--- src/rtl/sr_latch_ctrl.sv ---
// Round-robin set/clear controller for a shared NAND SR latch status flag.
// Optional feature macro: SR_READBACK_EN (flag/err follow the sampled latch q_in).
module sr_latch_ctrl #(
    parameter int N_REQ   = 4,
    parameter int PULSE_W = 2,
    parameter int GAP_W   = 1,
    parameter int CNT_W   = 4
) (
    input  logic             clk,
    input  logic             rst,
    input  logic [N_REQ-1:0] set_req,
    input  logic [N_REQ-1:0] clr_req,
    output logic [N_REQ-1:0] grant,
    output logic             busy,
    output logic             done,
    output logic             s_n,
    output logic             r_n,
    input  logic             q_in,
    output logic             flag,
    output logic             err
);

    localparam int PTR_W = (N_REQ > 1) ? $clog2(N_REQ) : 1;

    typedef enum logic [1:0] {
        ST_IDLE  = 2'd0,
        ST_PULSE = 2'd1,
        ST_GAP   = 2'd2,
        ST_CHECK = 2'd3
    } state_e;

    state_e             state_q, state_d;
    logic [CNT_W-1:0]   cnt_q, cnt_d;
    logic [PTR_W-1:0]   ptr_q, ptr_d;
    logic               op_set_q, op_set_d;
    logic [N_REQ-1:0]   grant_q, grant_d;
    logic               busy_q, busy_d;
    logic               done_q, done_d;
    logic               s_n_q, s_n_d;
    logic               r_n_q, r_n_d;
    logic               flag_q, flag_d;
    logic               err_q, err_d;

    logic [N_REQ-1:0]   active_s;
    logic               found_s;
    logic [PTR_W-1:0]   win_s;
    logic [PTR_W-1:0]   cand_s;
    logic               op_set_s;

`ifndef SR_READBACK_EN
    logic unused_q_in;
    assign unused_q_in = q_in;
`endif

    // Rotating priority search: first active requester at or above the pointer wins.
    always_comb begin
        active_s = set_req | clr_req;
        found_s  = 1'b0;
        win_s    = {PTR_W{1'b0}};
        cand_s   = {PTR_W{1'b0}};
        for (int k = 0; k < N_REQ; k++) begin
            cand_s = PTR_W'((int'(ptr_q) + k) % N_REQ);
            if (!found_s && active_s[cand_s]) begin
                found_s = 1'b1;
                win_s   = cand_s;
            end else begin
                found_s = found_s;
            end
        end
        op_set_s = ~clr_req[win_s];
    end

    // Next-state logic; latch inputs default high so only one can ever be driven low.
    always_comb begin
        state_d  = state_q;
        cnt_d    = cnt_q;
        ptr_d    = ptr_q;
        op_set_d = op_set_q;
        grant_d  = {N_REQ{1'b0}};
        done_d   = 1'b0;
        s_n_d    = 1'b1;
        r_n_d    = 1'b1;
        flag_d   = flag_q;
        err_d    = err_q;

        case (state_q)
            ST_IDLE: begin
                if (found_s) begin
                    state_d  = ST_PULSE;
                    grant_d  = N_REQ'(1) << win_s;
                    ptr_d    = PTR_W'((int'(win_s) + 1) % N_REQ);
                    op_set_d = op_set_s;
                    s_n_d    = ~op_set_s;
                    r_n_d    = op_set_s;
                    cnt_d    = CNT_W'(PULSE_W - 1);
                end else begin
                    state_d = ST_IDLE;
                end
            end
            ST_PULSE: begin
                if (cnt_q == {CNT_W{1'b0}}) begin
                    state_d = ST_GAP;
                    cnt_d   = CNT_W'(GAP_W - 1);
                end else begin
                    cnt_d = cnt_q - CNT_W'(1);
                    s_n_d = ~op_set_q;
                    r_n_d = op_set_q;
                end
            end
            ST_GAP: begin
                if (cnt_q == {CNT_W{1'b0}}) begin
                    state_d = ST_CHECK;
                    done_d  = 1'b1;
`ifdef SR_READBACK_EN
                    flag_d = q_in;
                    if (q_in != op_set_q) begin
                        err_d = 1'b1;
                    end else begin
                        err_d = err_q;
                    end
`else
                    flag_d = op_set_q;
                    err_d  = 1'b0;
`endif
                end else begin
                    cnt_d = cnt_q - CNT_W'(1);
                end
            end
            ST_CHECK: begin
                state_d = ST_IDLE;
            end
            default: begin
                state_d = ST_IDLE;
            end
        endcase

        busy_d = (state_d != ST_IDLE);
    end

    // State and output registers with synchronous reset.
    always_ff @(posedge clk) begin
        if (rst) begin
            state_q  <= ST_IDLE;
            cnt_q    <= {CNT_W{1'b0}};
            ptr_q    <= {PTR_W{1'b0}};
            op_set_q <= 1'b0;
            grant_q  <= {N_REQ{1'b0}};
            busy_q   <= 1'b0;
            done_q   <= 1'b0;
            s_n_q    <= 1'b1;
            r_n_q    <= 1'b1;
            flag_q   <= 1'b0;
            err_q    <= 1'b0;
        end else begin
            state_q  <= state_d;
            cnt_q    <= cnt_d;
            ptr_q    <= ptr_d;
            op_set_q <= op_set_d;
            grant_q  <= grant_d;
            busy_q   <= busy_d;
            done_q   <= done_d;
            s_n_q    <= s_n_d;
            r_n_q    <= r_n_d;
            flag_q   <= flag_d;
            err_q    <= err_d;
        end
    end

    assign grant = grant_q;
    assign busy  = busy_q;
    assign done  = done_q;
    assign s_n   = s_n_q;
    assign r_n   = r_n_q;
    assign flag  = flag_q;
    assign err   = err_q;

endmodule

--- config.mk ---
export PLATFORM = sky130hd
export DESIGN_NAME = sr_latch_ctrl
export DESIGN_NICKNAME = d
export VERILOG_FILES = /design/src/rtl/sr_latch_ctrl.sv
export SDC_FILE = /design/constraint.sdc
export NUM_CORES = 1
export LEC_CHECK = 0
export ABC_AREA = 1
export CAP_MARGIN = 20
export CORE_ASPECT_RATIO = 1.2
export CORE_UTILIZATION = 51
export DETAILED_ROUTE_END_ITERATION = 12
export GPL_ROUTABILITY_DRIVEN = 0
export HOLD_SLACK_MARGIN = 0.02
export MAX_ROUTING_LAYER = met4
export PLACE_DENSITY = 0.87
export SLEW_MARGIN = 0
export SYNTH_ARGS = -nofsm -noshare
export SYNTH_HDL_FRONTEND = slang
export SYNTH_SLANG_ARGS = --single-unit
--- constraint.sdc ---
create_clock -name clk -period 1.8 [get_ports clk]
set_input_delay 0.36 -clock clk [delete_from_list [all_inputs] [get_ports clk]]
set_output_delay 0.36 -clock clk [all_outputs]
set_load 0.01 [all_outputs]
==> tab_implementation.tex <==
\begin{tabular}{lr}
\hline
Metric & Value \\
\hline
\multicolumn{2}{l}{\textbf{Outcome}} \\
\quad Outcome & finished with violations \\
\quad Violated checks & setup timing \\
\multicolumn{2}{l}{\textbf{Die}} \\
\quad Row cnt & 18 \\
\quad Floorplan die area & 2450 sq um \\
\quad Core area & 2090 sq um \\
\quad I/O pin cnt & 21 \\
\quad Die X & 45.3 um \\
\quad Vertical die dimension & 54.0 um \\
\quad Initial core utilization & 54.8\% \\
\multicolumn{2}{l}{\textbf{Worst setup path}} \\
\quad Critical path's slowest cell & sky130\_fd\_sc\_hd\_\_clkdlybuf4s50\_1 \\
\quad CP startpoint kind & primary input \\
\quad CP Max Fanout & 4 \\
\quad Max incr delay on CP & 0.42 ns \\
\quad Required time of the worst setup path & 2.00 ns \\
\quad Cells traversed along the worst timing path & clkdlybuf4s50\_1 > nor2\_2 > nand2\_1 > nand2\_1 > nor2\_1 > nor2\_2 > nand3\_4 > inv\_2 > nor2\_2 > or2\_1 > o22ai\_1 \\
\quad Data arrival time of the critical path & 2.09 ns \\
\quad Most frequent cell on the critical path & sky130\_fd\_sc\_hd\_\_nor2\_2 \\
\quad Kind of critical path & in2reg \\
\quad Worst path bufs/invs & 2 \\
\quad Top delay family on crit path & simple AND/OR/NAND/NOR gates \\
\quad Kind of end point of the critical path & flip-flop \\
\multicolumn{2}{l}{\textbf{Power and ir drop}} \\
\quad Static Leak & 0.819 nW \\
\quad Part of the total power dissipated in combinational logic & 66.4\% \\
\quad Relative contribution of the clock network to total power & 10.3\% \\
\quad Net switching power & 1.12 mW \\
\quad Internal Power & 1.27 mW \\
\quad Max rail drop VDD & 0.000990 V \\
\quad Switching portion of total power & 47.0\% \\
\quad Part of the total power dissipated in sequential elements & 23.3\% \\
\quad Overall Power & 2.39 mW \\
\quad Areal power density over the cells & 1460 nW/um\^{}2 \\
\multicolumn{2}{l}{\textbf{Yosys}} \\
\quad Async SR Flop Fraction & 0\% \\
\quad Library cell occupying the most area in the post-synthesis netlist & sky130\_fd\_sc\_hd\_\_dfxtp\_1 \\
\quad Synthesized Nets & 193 \\
\quad Main synth FF type & sky130\_fd\_sc\_hd\_\_dfxtp\_1 \\
\quad Number of synthesis warnings & 0 \\
\quad Post-Syn Instances & 176 \\
\quad Number of enable flip-flop cells after synthesis & 0 \\
\quad Register bit total from synthesis & 18 \\
\quad Netlist area before placement & 1150 sq um \\
\quad Library cells used by synthesis & 24 \\
\quad Register area share after synthesis & 31.4\% \\
\quad Post-synthesis average cell area & 6.53 sq um \\
\quad Share of the synthesized area in the top cell type & 31.4\% \\
\quad Ranking of synthesized cells by area & sky130\_fd\_sc\_hd\_\_dfxtp\_1 31\%, sky130\_fd\_sc\_hd\_\_nand2\_1 15\%, sky130\_fd\_sc\_hd\_\_nand3\_1 10\%, sky130\_fd\_sc\_hd\_\_inv\_1 6.9\%, sky130\_fd\_sc\_hd\_\_ha\_1 6.5\% \\
\multicolumn{2}{l}{\textbf{Clocking}} \\
\quad TritonCTS clock tree & built \\
\quad Number of H-tree levels & 1 \\
\quad CTS Root Buffer Type & sky130\_fd\_sc\_hd\_\_clkbuf\_4 \\
\quad Clock transition at the registers of the reported paths & 0.11 ns \\
\quad Post-CTS Setup Inserts & 0 \\
\quad Clk\_lat worst skew & 0.29 ns \\
\quad Number of buffers inserted during clock tree synthesis & 3 \\
\quad Clock sink count & 18 \\
\quad Maximum buffer depth of the clock tree & 2 \\
\multicolumn{2}{l}{\textbf{Finish}} \\
\quad Antenna diode count & 0 \\
\quad Number of nets in the finished design & 227 \\
\quad Filler cell count in the final layout & 135 \\
\quad Number of non-filler instances in the completed layout & 239 \\
\quad Fraction of layout cells with a size suffix above 1 & 32.5\% \\
\quad Area grow syn2layout & 43.0\% \\
\quad Fin area & 1640 sq um \\
\multicolumn{2}{l}{\textbf{Drt}} \\
\quad Number of nets with antenna violations after routing & 0 \\
\quad Highest metal layer used by the detailed router & met4 \\
\quad Count of vias placed by the detailed router & 1266 \\
\quad WL per Instance & 13.4 um \\
\quad Detailed-routing iteration count for the pre-antenna-repair pass & 4 \\
\quad Met3 layer wire length in the routed design & 167 um \\
\quad Metal2 WL & 1.74 mm \\
\quad Sum of routed wire length over all layers & 3.19 mm \\
\quad Number of DRC markers in iteration 0 & 26 \\
\quad Number of DRC violations after detailed routing & 0 \\
\quad Sum of routed wire segments on met1 & 1.21 mm \\
\quad Detailed-route vias per instance & 5.30 \\
\multicolumn{2}{l}{\textbf{Timing}} \\
\quad Final max-slew violation count & 0 \\
\quad Final WS setup & -0.0875 ns \\
\quad Count of final setup violators & 4 \\
\quad Final worst path period need & 1.89 ns \\
\quad Highest clock frequency the design can meet & 530 MHz \\
\quad Final period utilization & 105\% \\
\quad Smallest hold slack & 0.476 ns \\
\quad Number of hold violations in the final report & 0 \\
\quad Worst-case clock skew & 0.00802 ns \\
\quad Unrepaired setup endpoints after global routing & true \\
\multicolumn{2}{l}{\textbf{Place}} \\
\quad Inst Count DP & 235 \\
\quad DP HPWL & 2.15 mm \\
\quad Number of input and output port buffers inserted & 18 \\
\quad Dpl cell area & 1460 sq um \\
\multicolumn{2}{l}{\textbf{GRT}} \\
\quad Via count of the first global-routing pass & 1128 \\
\quad Antenna violations before repair & 0 \\
\quad Global-route wire length before repair & 4.31 mm \\
\quad Total routing resource utilization after global routing & 24.9\% \\
\quad Pin count of the biggest net entering global routing & 11 \\
\quad Total grt overflow & 0 \\
\multicolumn{2}{l}{\textbf{Hold path}} \\
\quad Worst min path class & reg2reg \\
\multicolumn{2}{l}{\textbf{Run}} \\
\quad Number of maximum-capacitance constraint violations & 0 \\
\hline
\end{tabular}
## power by group through the flow
stage                     logic [mW]  clock network, mW  registers, mW
after floorplan                0.821                  0          0.574
after global placement          1.27                  0          0.555
after detailed placement        1.33                  0          0.558
after CTS                       1.33              0.254          0.550
after global routing            1.73              0.262          0.568
final                           1.59              0.247          0.557
## kinds of logic after synthesis
kind of cell,synth area share (%)
buf+inv,11.1
other cells,0.326
fa+ha+maj,6.54
simple gates,40.3
flops,31.4
compound gates,8.82
xor+xnor,1.53
## per-layer routing
metal | vias to the layer above | global-route usage (%)
met5 | - | -
met4 | 0 | 9.09
met3 | 12 | 4.36
met2 | 55 | 49.0
met1 | 581 | 23.3
li1 | 618 | -
## synthesized netlist by cell type, types with 2 or more instances
cell type,number
sky130_fd_sc_hd__ha_1,6
sky130_fd_sc_hd__inv_2,4
sky130_fd_sc_hd__nor2_2,2
sky130_fd_sc_hd__xor2_1,2
sky130_fd_sc_hd__nand2_1,46
sky130_fd_sc_hd__o21ai_0,5
sky130_fd_sc_hd__dfxtp_1,18
sky130_fd_sc_hd__inv_1,21
sky130_fd_sc_hd__nand3_2,3
sky130_fd_sc_hd__a21oi_1,13
sky130_fd_sc_hd__nand3_1,23
sky130_fd_sc_hd__nor2_1,15
sky130_fd_sc_hd__nand2_2,7
## flip-flops by register name, summed over array words and instances, names as in the netlist
signal and cells:
ptr_q 2, cnt_q 4, r_n 1, flag 1, grant 4, state_q 2
op_set_q 1, done 1, busy 1, s_n 1
## final cells by class
| type | count | area, sq um | share of cell area [%] |
|---|---|---|---|
| multi-input combinational | 129 | 788 | 48.0 |
| inverter | 26 | 105 | 6.40 |
| tap | 30 | 37.5 | 2.28 |
| sequential | 18 | 363 | 22.1 |
| clock buffer | 4 | 36.3 | 2.21 |
| timing repair buffer | 32 | 313 | 19.0 |
## cell usage in the layout (no fill, tap or decap), drive strengths merged
cell type      instances
nand2                 53
buf                   14
a21oi                 13
dfxtp                 18
xor2                   2
clkbuf                 4
inv                   26
nor3                   2
dlymetal6s2s           6
o22ai                  1
nand3                 26
o21ai                  6
conb                   1
nor2                  18
clkdlybuf4s50         12
or2                    1
ha                     6
## worst register-to-register path, cell delays in order (launching register included)
cell and delay (ns):
sky130_fd_sc_hd__dfxtp_2 0.35, sky130_fd_sc_hd__buf_12 0.14, sky130_fd_sc_hd__inv_8 0.05, sky130_fd_sc_hd__nand2_1 0.07
sky130_fd_sc_hd__nand2_2 0.08, sky130_fd_sc_hd__nand3_1 0.11, sky130_fd_sc_hd__nand2_2 0.07, sky130_fd_sc_hd__nor2_4 0.16
sky130_fd_sc_hd__nand3_4 0.12, sky130_fd_sc_hd__inv_2 0.09, sky130_fd_sc_hd__nor2_2 0.04, sky130_fd_sc_hd__or2_1 0.22
sky130_fd_sc_hd__o22ai_1 0.19
## path summary, 6_finish.rpt
check                                 from       end  slack (ns)  cells after the start
worst max-delay path            set_req[0]  ptr_q[0]       -0.09                     11
worst min-delay path                  flag      flag        0.48                      2
worst max register to register    ptr_q[0]  ptr_q[0]        0.03                     12
worst min register to register        flag      flag        0.48                      2
## timing repair
item / in CTS / in global routing
gates resized for setup: 3 / 41
endpoints found under the setup margin: 3 / 15
hold buffers: 0 / 0
pin swaps: 0 / 11
## stage by stage
step / TNS, ns / utilization [%] / worst slack, ns
floorplan: 0 / - / 0.263
global placement: -3.30 / 69.8 / -0.289
detailed placement: -4.14 / 69.8 / -0.349
CTS: 0 / 71.9 / 0.0157
global route: -1.01 / 78.4 / -0.124
finish: -0.136 / 78.4 / -0.0875
No activity file was read; power rests on OpenSTA's default activity.
